==> src/rtl/dmem_fill_ctrl_if.sv <==
// Cache-side request/response and DMem-side bus bundle for the fill controller.
// Pure wiring; it adds no latency.
// Backpressure is carried by req_valid/req_ready and resp_valid/resp_ready.
interface dmem_fill_ctrl_if #(
    parameter int ADDR_WIDTH = 32,
    parameter int DATA_WIDTH = 256
);
    logic                  req_valid;
    logic                  req_ready;
    logic                  req_wb;
    logic [ADDR_WIDTH-1:0] req_addr;
    logic [ADDR_WIDTH-1:0] req_wb_addr;
    logic [DATA_WIDTH-1:0] req_wb_data;
    logic                  resp_valid;
    logic                  resp_ready;
    logic [DATA_WIDTH-1:0] resp_data;
    logic                  resp_err;
    logic [ADDR_WIDTH-1:0] mem_addr;
    logic [DATA_WIDTH-1:0] mem_data;
    logic                  mem_wr_en;
    logic [DATA_WIDTH-1:0] mem_rdata;

    // The controller side.
    modport slave (
        input  req_valid, req_wb, req_addr, req_wb_addr, req_wb_data,
        input  resp_ready, mem_rdata,
        output req_ready, resp_valid, resp_data, resp_err,
        output mem_addr, mem_data, mem_wr_en
    );

    // The cache + memory side.
    modport master (
        output req_valid, req_wb, req_addr, req_wb_addr, req_wb_data,
        output resp_ready, mem_rdata,
        input  req_ready, resp_valid, resp_data, resp_err,
        input  mem_addr, mem_data, mem_wr_en
    );
endinterface

==> src/rtl/dmem_fill_ctrl.sv <==
// Sequences an optional victim writeback then a line fill against single-port DMem.
// Latency after the accept edge: 2 edges (fill), 3 (writeback + fill), error response right at accept.
// One request in flight; response holds stable until resp_ready, req_ready only in IDLE.
module dmem_fill_ctrl #(
    parameter int DATA_WIDTH = 256,
    parameter int ADDR_WIDTH = 32,
    parameter int SIZE       = 4096,
    parameter int CNT_WIDTH  = 16
) (
    input  logic                 clk,
    input  logic                 reset,
    dmem_fill_ctrl_if.slave      bus,
    output logic [CNT_WIDTH-1:0] fill_cnt,
    output logic [CNT_WIDTH-1:0] wb_cnt
);
    localparam logic [2:0] IDLE    = 3'd0;
    localparam logic [2:0] WB      = 3'd1;
    localparam logic [2:0] RD      = 3'd2;
    localparam logic [2:0] RD_WAIT = 3'd3;
    localparam logic [2:0] RESP    = 3'd4;

    localparam logic [ADDR_WIDTH-1:0] SIZE_L  = ADDR_WIDTH'(SIZE);
    localparam logic [CNT_WIDTH-1:0]  CNT_MAX = '1;

    logic [2:0]            state;
    logic [ADDR_WIDTH-1:0] fill_addr;
    logic                  err;

    // Any out-of-range index rejects the whole request before memory is touched.
    assign err = (bus.req_addr >= SIZE_L) || (bus.req_wb && (bus.req_wb_addr >= SIZE_L));

    assign bus.req_ready = (state == IDLE);

    // Request sequencing, memory drive, response capture and statistics.
    always_ff @(posedge clk or negedge reset) begin
        if (!reset) begin
            state          <= IDLE;
            fill_addr      <= '0;
            bus.mem_addr   <= '0;
            bus.mem_data   <= '0;
            bus.mem_wr_en  <= 1'b0;
            bus.resp_valid <= 1'b0;
            bus.resp_data  <= '0;
            bus.resp_err   <= 1'b0;
            fill_cnt       <= '0;
            wb_cnt         <= '0;
        end else begin
            // Write enable is a single-cycle pulse, only ever raised on entry to WB.
            bus.mem_wr_en <= 1'b0;
            case (state)
                IDLE: begin
                    if (bus.req_valid) begin
                        fill_addr <= bus.req_addr;
                        if (err) begin
                            state          <= RESP;
                            bus.resp_valid <= 1'b1;
                            bus.resp_err   <= 1'b1;
                            bus.resp_data  <= '0;
                        end else if (bus.req_wb) begin
                            state         <= WB;
                            bus.mem_addr  <= bus.req_wb_addr;
                            bus.mem_data  <= bus.req_wb_data;
                            bus.mem_wr_en <= 1'b1;
                        end else begin
                            state        <= RD;
                            bus.mem_addr <= bus.req_addr;
                        end
                    end
                end
                WB: begin
                    // The write lands at this edge, so a same-index read sees new data.
                    state        <= RD;
                    bus.mem_addr <= fill_addr;
                    bus.mem_data <= '0;
                    if (wb_cnt != CNT_MAX) begin
                        wb_cnt <= wb_cnt + 1'b1;
                    end
                end
                RD: begin
                    // DMem registers mem_addr here; data is valid during RD_WAIT.
                    state <= RD_WAIT;
                end
                RD_WAIT: begin
                    state          <= RESP;
                    bus.resp_data  <= bus.mem_rdata;
                    bus.resp_err   <= 1'b0;
                    bus.resp_valid <= 1'b1;
                    if (fill_cnt != CNT_MAX) begin
                        fill_cnt <= fill_cnt + 1'b1;
                    end
                end
                RESP: begin
                    // Data and error flag persist after the handshake until the next response.
                    if (bus.resp_ready) begin
                        state          <= IDLE;
                        bus.resp_valid <= 1'b0;
                    end
                end
                default: begin
                    state <= IDLE;
                end
            endcase
        end
    end
endmodule

==> src/flat_wrapper.sv <==
// flat-port wrapper written by rule: the top's interface ports become plain ports
module dmem_fill_ctrl_flat 
#(
    parameter int DATA_WIDTH = 256,
    parameter int ADDR_WIDTH = 32,
    parameter int SIZE       = 4096,
    parameter int CNT_WIDTH  = 16
)
  (clk, reset, fill_cnt, wb_cnt, bus_req_valid, bus_req_wb, bus_req_addr, bus_req_wb_addr, bus_req_wb_data, bus_resp_ready, bus_mem_rdata, bus_req_ready, bus_resp_valid, bus_resp_data, bus_resp_err, bus_mem_addr, bus_mem_data, bus_mem_wr_en);
  dmem_fill_ctrl_if #(.ADDR_WIDTH(ADDR_WIDTH), .DATA_WIDTH(DATA_WIDTH)) bus_i ();
  input  logic clk;
  input  logic reset;
  output logic [CNT_WIDTH-1:0] fill_cnt;
  output logic [CNT_WIDTH-1:0] wb_cnt;
  input wire logic [$bits(bus_i.req_valid)-1:0] bus_req_valid;
  input wire logic [$bits(bus_i.req_wb)-1:0] bus_req_wb;
  input wire logic [$bits(bus_i.req_addr)-1:0] bus_req_addr;
  input wire logic [$bits(bus_i.req_wb_addr)-1:0] bus_req_wb_addr;
  input wire logic [$bits(bus_i.req_wb_data)-1:0] bus_req_wb_data;
  input wire logic [$bits(bus_i.resp_ready)-1:0] bus_resp_ready;
  input wire logic [$bits(bus_i.mem_rdata)-1:0] bus_mem_rdata;
  output wire logic [$bits(bus_i.req_ready)-1:0] bus_req_ready;
  output wire logic [$bits(bus_i.resp_valid)-1:0] bus_resp_valid;
  output wire logic [$bits(bus_i.resp_data)-1:0] bus_resp_data;
  output wire logic [$bits(bus_i.resp_err)-1:0] bus_resp_err;
  output wire logic [$bits(bus_i.mem_addr)-1:0] bus_mem_addr;
  output wire logic [$bits(bus_i.mem_data)-1:0] bus_mem_data;
  output wire logic [$bits(bus_i.mem_wr_en)-1:0] bus_mem_wr_en;
  assign bus_i.req_valid = bus_req_valid;
  assign bus_i.req_wb = bus_req_wb;
  assign bus_i.req_addr = bus_req_addr;
  assign bus_i.req_wb_addr = bus_req_wb_addr;
  assign bus_i.req_wb_data = bus_req_wb_data;
  assign bus_i.resp_ready = bus_resp_ready;
  assign bus_i.mem_rdata = bus_mem_rdata;
  assign bus_req_ready = bus_i.req_ready;
  assign bus_resp_valid = bus_i.resp_valid;
  assign bus_resp_data = bus_i.resp_data;
  assign bus_resp_err = bus_i.resp_err;
  assign bus_mem_addr = bus_i.mem_addr;
  assign bus_mem_data = bus_i.mem_data;
  assign bus_mem_wr_en = bus_i.mem_wr_en;
  dmem_fill_ctrl #(.DATA_WIDTH(DATA_WIDTH), .ADDR_WIDTH(ADDR_WIDTH), .SIZE(SIZE), .CNT_WIDTH(CNT_WIDTH)) u_core (.clk(clk), .reset(reset), .bus(bus_i), .fill_cnt(fill_cnt), .wb_cnt(wb_cnt));
endmodule
==> config.mk <==
export PLATFORM = sky130hd
export DESIGN_NAME = dmem_fill_ctrl_flat
export DESIGN_NICKNAME = d
export VERILOG_FILES = /design/src/rtl/dmem_fill_ctrl_if.sv /design/src/rtl/dmem_fill_ctrl.sv /design/src/flat_wrapper.sv
export SDC_FILE = /design/constraint.sdc
export NUM_CORES = 1
export LEC_CHECK = 0
export CAP_MARGIN = 20
export CELL_PAD_IN_SITES_DETAIL_PLACEMENT = 2
export CELL_PAD_IN_SITES_GLOBAL_PLACEMENT = 2
export CORE_AREA = 2 2 456 458
export CTS_CLUSTER_DIAMETER = 60
export CTS_CLUSTER_SIZE = 28
export DETAILED_ROUTE_END_ITERATION = 10
export DIE_AREA = 0 0 458 460
export PLACE_DENSITY = 0.5
export SLEW_MARGIN = 15
export SYNTH_ARGS = -nofsm -noshare
export SYNTH_HDL_FRONTEND = slang
export SYNTH_SLANG_ARGS = --single-unit
==> constraint.sdc <==
create_clock -name clk -period 1.77 [get_ports clk]
set_input_delay 0.354 -clock clk [delete_from_list [all_inputs] [get_ports clk]]
set_output_delay 0.354 -clock clk [all_outputs]
set_load 0.1 [all_outputs]
Word-level counts from Yosys, hierarchy flattened:

Cells that the tools add are included.

* memory bits (read-only): 0
* bits of input ports: 581
* bits in latches: 0
* bits in registers: 614
* output and inout bits: 580
* memories kept: 0
* bits in writable memories: 0

* add/sub/neg operators: 2
* equal/unequal tests: 11
* multiplexer cells: 25
* $lt $le $gt $ge: 2
* reductions and logical operators: 14
* $mul: 0
* shift operators: 0
* bitwise logic cells: 0
* div/mod/pow operators: 0

Operators by type and width (count)
* 256-bit two-way mux: 5
* 256-bit case mux with 2 select lines: 2
* 32-bit two-way mux: 3
* 32-bit by 13-bit >= comparator with 1-bit output (second input constant): 2
* 32-bit case mux with 2 select lines: 1
* 16-bit by 1-bit adder with 16-bit output (second input constant): 2
* 16-bit inequality test (second input constant): 2
* 3-bit case mux with 5 select lines: 1
* 3-bit two-way mux: 3
* 2-bit inequality test (second input constant): 4
* 2-bit AND reduction: 4
* 4-bit AND reduction: 2
* 1-bit two-way mux: 7
* 3-bit by 2-bit equality test with 1-bit output (second input constant): 2
* 3-bit AND reduction: 2
* 2-bit nonzero test: 2
* 3-bit by 1-bit equality test with 1-bit output (second input constant): 1
* 3-bit equality test (second input constant): 1
* 3-bit zero test: 1
* 1-bit case mux with 3 select lines: 1
* 3-bit nonzero test: 1
* 2-bit two-way mux: 1
* 2-bit by 1-bit inequality test with 1-bit output (second input constant): 1
* 1-bit case mux with 2 select lines: 1
* other kinds (2): 2

Logic depth before layout (Yosys ltp):

Gate-level depths: netlist of the first run.

* word-level depth: 6
* depth in mapped cells: 9
* depth with buffers taken out: 6

Worst setup path after synthesis of the first run:

Ideal clock, no wire load.

* kind: register to register
* start: register u_core.state[2]
* end: register u_core.bus.mem_data[100]
* path buffers: 4
* period minus slack after synthesis: 3828 ps
* slack: -2058 ps
* cell stages (with the launch flop): 9
* library setup time: 131 ps
* arrival: 3697 ps
* required time: 1639 ps
* path through: dfrtp_1 -> buf_2 -> nor3_1 -> and2_1 -> buf_2 -> nand4_1 -> buf_2 -> buf_2 -> mux2i_1

* longest elaborated chain between the ends: 3

Ends and longest elaborated chain
* start, declared: line dmem_fill_ctrl.sv:25 `logic [2:0] state;`
* start signal, assigned: line dmem_fill_ctrl.sv:37 `state <= IDLE;`
* start signal, assigned: line dmem_fill_ctrl.sv:55 `state <= RESP;`
* start signal, assigned: line dmem_fill_ctrl.sv:60 `state <= WB;`
* 3-bit zero test *
* via bus_req_ready: line flat_wrapper.sv:22 `output wire logic [$bits(bus_i.req_ready)-1:0] bus_req_ready;`
* 2-bit inequality test (no source line) / 2-bit nonzero test (equally long branches)
* 4-bit AND reduction (no source line)
* end signal, assigned: line dmem_fill_ctrl.sv:62 `bus.mem_data <= bus.req_wb_data;`
* end, declared: line dmem_fill_ctrl_if.sv:28 `output mem_addr, mem_data, mem_wr_en`

The timed path passes the listed nets; every way through them passes the cells marked *.
A chain may end at the register's enable or synchronous reset.

Worst setup path in the final report of the first run:

* start: input bus_req_addr[20]
* end: register u_core.bus.mem_data[212]

* longest elaborated chain between the ends: 4

Ends and longest elaborated chain
* start, declared: line flat_wrapper.sv:17 `input wire logic [$bits(bus_i.req_addr)-1:0] bus_req_addr;`
* 32-bit by 13-bit >= comparator with 1-bit output: line dmem_fill_ctrl.sv:30 `assign err = (bus.req_addr >= SIZE_L) || (bus.req_wb && (bus.req_wb_addr >= SIZE_L));`
* 1-bit logical OR: line dmem_fill_ctrl.sv:30
* 2-bit inequality test (no source line)
* 4-bit AND reduction (no source line)

Every way passes these cells.

==> results.cfg, run 1 <==
[min_path]
holdPathStages = 3
hp-class = in2reg

[drt]
drt_iter0_markers = 812
firstDrtPassIters = 4
detail-route-antenna-nets = 0
remaining_drc_errors = 0
routedWlPerCell_um = 23.0
final_routed_wirelength_mm = 154
route.vias.total = 24239
via_per_inst = 3.60

[setup_path]
worst-path-stages = 9
rrSetupSlack_ns = -0.26
worstPathArrival_ns = 2.63
cpLargestDelayFamily = buffers and inverters
critPathMaxStageDelay_ns = 0.49
critical_path.startpoint = bus_req_addr[20]
worst_path_most_repeated_cell = sky130_fd_sc_hd__buf_12
crit-reg2reg-launch = u_core.state[1]
required_ns = 2.36
timing.critical_path.fanout_max = 6
setup.worst_path.end_class = flop
worst-r2r-cell-count = 9
regToRegEndpoint = u_core.bus.mem_data[212]
crit_end = u_core.bus.mem_data[212]
crit_type = in2reg
cp_cell_sequence = clkdlybuf4s50_1 > nor4_2 > and3_4 > nand4_1 > buf_12 > buf_12 > buf_16 > bufbuf_16 > mux2i_2
timing.critical_path.buf_inv = 5
cp_slowest_cell = sky130_fd_sc_hd__clkdlybuf4s50_1
cp-start-kind = input port

[timing]
fin_crit_sh = 1.16
grt_setup_unrepaired = true
period_minus_slack_ns = 2.04
setup_ws_ns = -0.275
final_hold_viol_count = 0
skew_ns = 0.0420
timing_worst_slew_pin_value_ns = 0.567
maxSlewHeadroom = 0.622
setup_violations = 572
maxSlewViolCount = 0
post_route_hold_slack_ns = 0.0885
clock.fmax_ghz = 0.489

[yosys]
post_synth.cell_area_avg_um2 = 10.4
synth-async-reset-ratio = 1.00
synth_enable_flop_cells = 0
leading_cell_types_by_total_area_after_synthesis = sky130_fd_sc_hd__dfrtp_1 58%, sky130_fd_sc_hd__nand2_1 11%, sky130_fd_sc_hd__mux2i_1 10%, sky130_fd_sc_hd__a21oi_2 7.0%, sky130_fd_sc_hd__inv_1 3.7%
largest_area_contributor_in_the_netlist = sky130_fd_sc_hd__dfrtp_1
post_synth_num_cell_types = 39
cells_after_synth = 2543
yosysWarnings = 0
netlist_area_um2 = 26500
number_of_storage_elements_in_the_synthesis_netlist = 614
yosysMostFrequentCell = sky130_fd_sc_hd__nand2_1
synth_top_area_frac = 0.581
postSynthNetCount = 3126
synthTopCellsByCount = 791 x sky130_fd_sc_hd__nand2_1, 614 x sky130_fd_sc_hd__dfrtp_1, 268 x sky130_fd_sc_hd__mux2i_1
ys_dominant_reg_cell = sky130_fd_sc_hd__dfrtp_1
sequential_area_share_after_synthesis = 0.581

[power_and_ir_drop]
power.leakage_nw = 25.9
power_density_nw_per_um2 = 701
power.total_mw = 38.5
max-vdd-ir-drop_uv = 676

[final_layout]
num-nets-final = 4515
final_layout_size_suffix_gt1_frac = 0.356
finalCoreUtilization = 0.267
syn_to_final_growth_pct = 108
finish.instance_area_um2 = 54900
layout.filler_cells = 22223

[global_routing]
globalRouteMet1Util = 0.153
grt_start_max_net_pins = 56
grt_overflow_total = 0
grt.busiest_layer = met2
number_of_global_route_vias_before_repair = 27710
met2_usage = 0.248
grt_pass1_wl_mm = 216
met3_usage = 0.0676
initial_antenna_violation_count = 38
track_usage = 0.142

[die]
rows = 167
initial_utilization = 0.128
die_span_x_um = 458
dieHeight_um = 460
floorplan.core_area_um2 = 206000
floorplan.die_area_um2 = 211000
num_io_pins = 1161

[cts]
clkSinkCount = 614
htree_num_levels = 3
worstSkewPairLatency_ns = 0.72
cts_inserted_buffers = 97
clockBufferDepth = 3
cts.clk_slew.worst_paths_ns = 0.05
cts_tree = done
cts-root-buf = sky130_fd_sc_hd__clkbuf_16

[status]
violations = setup timing
status = finished, violations left

[placed_design]
dp_slack_ns = -1.25
numPortBuffers = 1160
postPlaceCellArea_um2 = 48700
detailedPlacementHpwl_mm = 115
finalWeightedCongestion = 0.788

[job]
timing.max_cap.violations = 0
==> kinds of logic after synthesis <==
| group | share of synthesized area |
|---|---|
| XOR/XNOR | 0.00960 |
| multiplexers | 0.115 |
| AND/OR/NAND/NOR | 0.131 |
| buffers and inverters | 0.0691 |
| adder cells (fa/ha/maj) | 0.000946 |
| AO/OA/AOI/OAI | 0.0935 |
| flip-flops | 0.581 |
==> worst min-delay path, delay by kind of cell <==
kind                   cells  cell delay [ns]
buffers and inverters      2             0.27
muxes                      1             0.13
==> power by group <==
part / internal, mW / total, mW / switching, mW
Clock: 12.7 / 20.9 / 8.17
Sequential: 14.2 / 14.3 / 0.102
Combinational: 1.85 / 3.27 / 1.42
==> cell usage in the layout, fill, tap and decap left out, types with 16 or more instances in the layout <==
cell type                         count
sky130_fd_sc_hd__nand2_1            771
sky130_fd_sc_hd__buf_12             649
sky130_fd_sc_hd__dfrtp_1            577
sky130_fd_sc_hd__clkdlybuf4s50_1    562
sky130_fd_sc_hd__inv_1              260
sky130_fd_sc_hd__mux2i_1            258
sky130_fd_sc_hd__a21oi_2            257
sky130_fd_sc_hd__buf_4              124
sky130_fd_sc_hd__clkbuf_16          111
sky130_fd_sc_hd__buf_16              42
sky130_fd_sc_hd__mux2_2              33
sky130_fd_sc_hd__xnor2_1             22
sky130_fd_sc_hd__dfrtp_2             22
sky130_fd_sc_hd__buf_6               21
sky130_fd_sc_hd__a22o_1              20
sky130_fd_sc_hd__nand2_2             17
sky130_fd_sc_hd__nor3_1              16
==> how the worst min path moves through the flow <==
stage / to / slack (ns) / from
final: u_core.fill_addr[15] / 0.09 / bus_req_addr[15]
after global placement: u_core.bus.resp_data[28] / 0.28 / reset
after global routing: u_core.fill_addr[15] / 0.03 / bus_req_addr[15]
after detailed placement: u_core.bus.resp_data[28] / 0.28 / reset
after floorplan: u_core.bus.mem_addr[0] / 0.06 / reset
after CTS: u_core.bus.resp_data[30] / 0.04 / reset
==> through the flow <==
step | setup TNS [ns] | std cells
2_1_floorplan | -354.95 | 2543
3_3_place_gp | -624.41 | 6426
3_5_place_dp | -617.71 | 6426
4_1_cts | -82.06 | 6696
5_1_grt | -134.10 | 6721
6_report | -85.02 | 6730
==> sequential cells by signal, indices dropped and copies added (netlist names) <==
register	count
u_core.bus.mem_data	256
u_core.bus.resp_data	256
u_core.bus.mem_addr	32
u_core.fill_addr	32
u_core.fill_cnt	16
u_core.wb_cnt	16
u_core.state	3
u_core.bus.mem_wr_en	1
u_core.bus.resp_err	1
u_core.bus.resp_valid	1
==> routing by layer <==
layer / part of all wire / routed length [um] / vias up
li1: - / - / 10968
met3: 0.10 / 15400 / 197
met5: 0.0020 / 302 / -
met1: 0.37 / 57600 / 12158
met2: 0.50 / 77800 / 868
met4: 0.021 / 3290 / 48
==> layout make-up <==
type                            count  area (um2)  share of cell area
Clock buffer                      123        2700              0.0491
Tap cell                         2704        3380              0.0616
Sequential cell                   614       15400               0.281
Inverter                          260         976              0.0178
Clock inverter                     58         817              0.0149
Antenna cell                       12        30.0            0.000547
Multi-Input combinational cell   1509        9740               0.177
Timing Repair Buffer             1450       21900               0.398
==> repair_timing <==
action	4_1_cts	5_1_grt
gates cloned	48	16
gates resized for setup	142	101
hold buffers	1	3
pin swaps	11	8
setup endpoints to repair	797	822
setup buffers	40	21
hold endpoints to repair	255	3
Note: power is estimated with default switching activity, not from simulation.
==> inputs of run 2 (changes only) <==
--- a/config.mk
+++ b/config.mk
@@ -8,12 +8,13 @@
 export CAP_MARGIN = 20
 export CELL_PAD_IN_SITES_DETAIL_PLACEMENT = 2
 export CELL_PAD_IN_SITES_GLOBAL_PLACEMENT = 2
-export CORE_AREA = 2 2 456 458
+export CORE_AREA = 2 2 453 455
 export CTS_CLUSTER_DIAMETER = 60
 export CTS_CLUSTER_SIZE = 28
 export DETAILED_ROUTE_END_ITERATION = 10
-export DIE_AREA = 0 0 458 460
-export PLACE_DENSITY = 0.5
+export DIE_AREA = 0 0 455 457
+export DONT_BUFFER_PORTS = 1
+export PLACE_DENSITY = 0.37
 export SLEW_MARGIN = 15
 export SYNTH_ARGS = -nofsm -noshare
 export SYNTH_HDL_FRONTEND = slang
==> run 2 against run 1 <==
The run ends with hold timing, setup timing left. Maximum frequency is 2.4% lower. Largest cell class unchanged. Highest routed layer unchanged. Critical endpoint is now u_core.bus.mem_data[223]. Worst setup slack lost 0.051 ns. Worst hold slack lost 0.76 ns. Cell count is 1.1% higher. Critical path depth is 1 lower. Combinational power is 6% higher.
==> results.cfg, run 2 (synthesized netlist as in run 1, its figures left out) <==
[placed_design]
numPortBuffers = 0
detailedPlacementHpwl_mm = 101
finalWeightedCongestion = 0.742
placedCellCount = 5776
dp_slack_ns = -0.514
postPlaceCellArea_um2 = 35000

[final_layout]
register_area_um2 = 15500
finish.instance_area_um2 = 54300
fin_cells = 6804
largestRegisters = u_core.bus.mem_data: 256 flops, u_core.bus.resp_data: 256 flops
mostFrequentLayoutCells = 665 x sky130_fd_sc_hd__nand2_1, 572 x sky130_fd_sc_hd__dlygate4sd3_1, 566 x sky130_fd_sc_hd__dfrtp_1, 386 x sky130_fd_sc_hd__buf_6, 260 x sky130_fd_sc_hd__inv_1
num-nets-final = 4607
layout.cells.most_common = sky130_fd_sc_hd__nand2_1
layout.filler_cells = 22024
final_layout_size_suffix_gt1_frac = 0.407
area_of_the_multi_input_gates_um2 = 10600
syn_to_final_growth_pct = 105
finalCoreUtilization = 0.267

[setup_path]
cp_cell_sequence = nor3_4 > and2_4 > buf_6 > nand4_1 > buf_12 > buf_16 > buf_16 > mux2i_2
worstPathArrival_ns = 2.72
crit-reg2reg-launch = u_core.state[1]
cpLargestDelayFamily = buffers and inverters
setup.worst_path.end_class = flop
crit_type = reg2reg
cp_slowest_cell = sky130_fd_sc_hd__dfrtp_1
critical_path.startpoint = u_core.state[1]
timing.critical_path.fanout_max = 12
cp-start-kind = flop
timing.critical_path.buf_inv = 4
worst_path_most_repeated_cell = sky130_fd_sc_hd__buf_16
critPathMaxStageDelay_ns = 0.42
required_ns = 2.39

[cts]
cts_hold_buffers = 572
clkSinkCount = 614
htree_num_levels = 3
cts_tree = done
clockBufferDepth = 3
worstSkewPairLatency_ns = 0.71
cts_inserted_buffers = 101
cts-root-buf = sky130_fd_sc_hd__clkbuf_16
cts.clk_slew.worst_paths_ns = 0.06

[timing]
grt_setup_unrepaired = true
setup_ws_ns = -0.326
post_route_hold_slack_ns = -0.675
period_minus_slack_ns = 2.10
maxSlewHeadroom = 0.449
maxSlewViolCount = 0
final_hold_viol_count = 351
clock.fmax_ghz = 0.477
fin_crit_sh = 1.18
timing_worst_slew_pin_value_ns = 0.827
setup_violations = 553
skew_ns = 0.0264
totalNegativeSetupSlack_ns = -102.99

[drt]
routedWlPerCell_um = 22.6
final_routed_wirelength_mm = 154
firstDrtPassIters = 4
remaining_drc_errors = 0
via_per_inst = 3.65
detail-route-antenna-nets = 0
drt_iter0_markers = 782
route.vias.total = 24825

[die]
initial_utilization = 0.130
num_io_pins = 1161
rows = 166
floorplan.die_area_um2 = 208000
floorplan.core_area_um2 = 203000
dieHeight_um = 457
die_span_x_um = 455

[power_and_ir_drop]
power.leakage_nw = 26.1
power.total_mw = 38.9
power_density_nw_per_um2 = 717
max-vdd-ir-drop_uv = 677

[global_routing]
grt_start_max_net_pins = 615
number_of_global_route_vias_before_repair = 28411
track_usage = 0.141
grt_overflow_total = 0
initial_antenna_violation_count = 15
grt_pass1_wl_mm = 213

[status]
violations = hold timing, setup timing
status = finished, violations left

[min_path]
hp-class = in2async

[job]
timing.max_cap.violations = 0
## run 2: cell count changes in the layout (fill, tap and decap cells not counted), sizes merged, moves of 3 or more
cell	previous run	this run
dlygate4sd3	4	572
clkdlybuf4s50	562	0
buf	849	944
dlymetal6s2s	10	0
clkinv	25	32
dlygate4sd2	7	0
inv	273	278
bufbuf	5	1
diode	12	8
clkbuf	136	139
## run 2: path summary, 6_finish.rpt
path	to	slack (ns)	depth (start not counted)
max in group asynchronous	u_core.wb_cnt[9]	0.48	2
worst max-delay path	u_core.bus.mem_data[223]	-0.33	8
min in group clk	u_core.bus.mem_wr_en	0.16	5
worst min register to register	u_core.bus.mem_addr[17]	0.50	1
worst max register to register	u_core.bus.mem_data[223]	-0.33	8
worst min-delay path	u_core.bus.resp_data[26]	-0.68	0
## run 2: worst register-to-register path, stage by stage, from the launching register on
cell                      delay, ns
sky130_fd_sc_hd__dfrtp_1       0.42
sky130_fd_sc_hd__nor3_4        0.27
sky130_fd_sc_hd__and2_4        0.20
sky130_fd_sc_hd__buf_6         0.09
sky130_fd_sc_hd__nand4_1       0.14
sky130_fd_sc_hd__buf_12        0.21
sky130_fd_sc_hd__buf_16        0.18
sky130_fd_sc_hd__buf_16        0.31
sky130_fd_sc_hd__mux2i_2       0.20
## run 2: layout make-up
type / count / area share
Sequential cell: 614 / 0.285
Tap cell: 2688 / 0.0619
Multi-Input combinational cell: 1510 / 0.196
Antenna cell: 8 / 0.000369
Clock inverter: 68 / 0.0144
Inverter: 260 / 0.0180
Clock buffer: 119 / 0.0506
Timing Repair Buffer: 1537 / 0.374
## run 2: timing repair
item / CTS / global route
setup endpoints to repair: 1112 / 695
cloned: 79 / 21
buffers inserted: 130 / 52
hold endpoints to repair: 1175 / 351
pin swaps: 83 / 28
gates resized for setup: 1402 / 151
## run 2: routing by layer
metal,global-route usage,wire [um],vias to the layer above
li1,-,-,11218
met5,0,66,-
met2,0.260,81300,869
met1,0.142,53100,12505
met4,0.0488,5420,10
met3,0.0572,13900,223
## run 2: power breakdown
| group | internal (mW) | total, mW | switching, mW |
|---|---|---|---|
| sequential | 14.2 | 14.3 | 0.102 |
| combinational | 1.89 | 3.45 | 1.56 |
| clock | 12.7 | 21.2 | 8.42 |
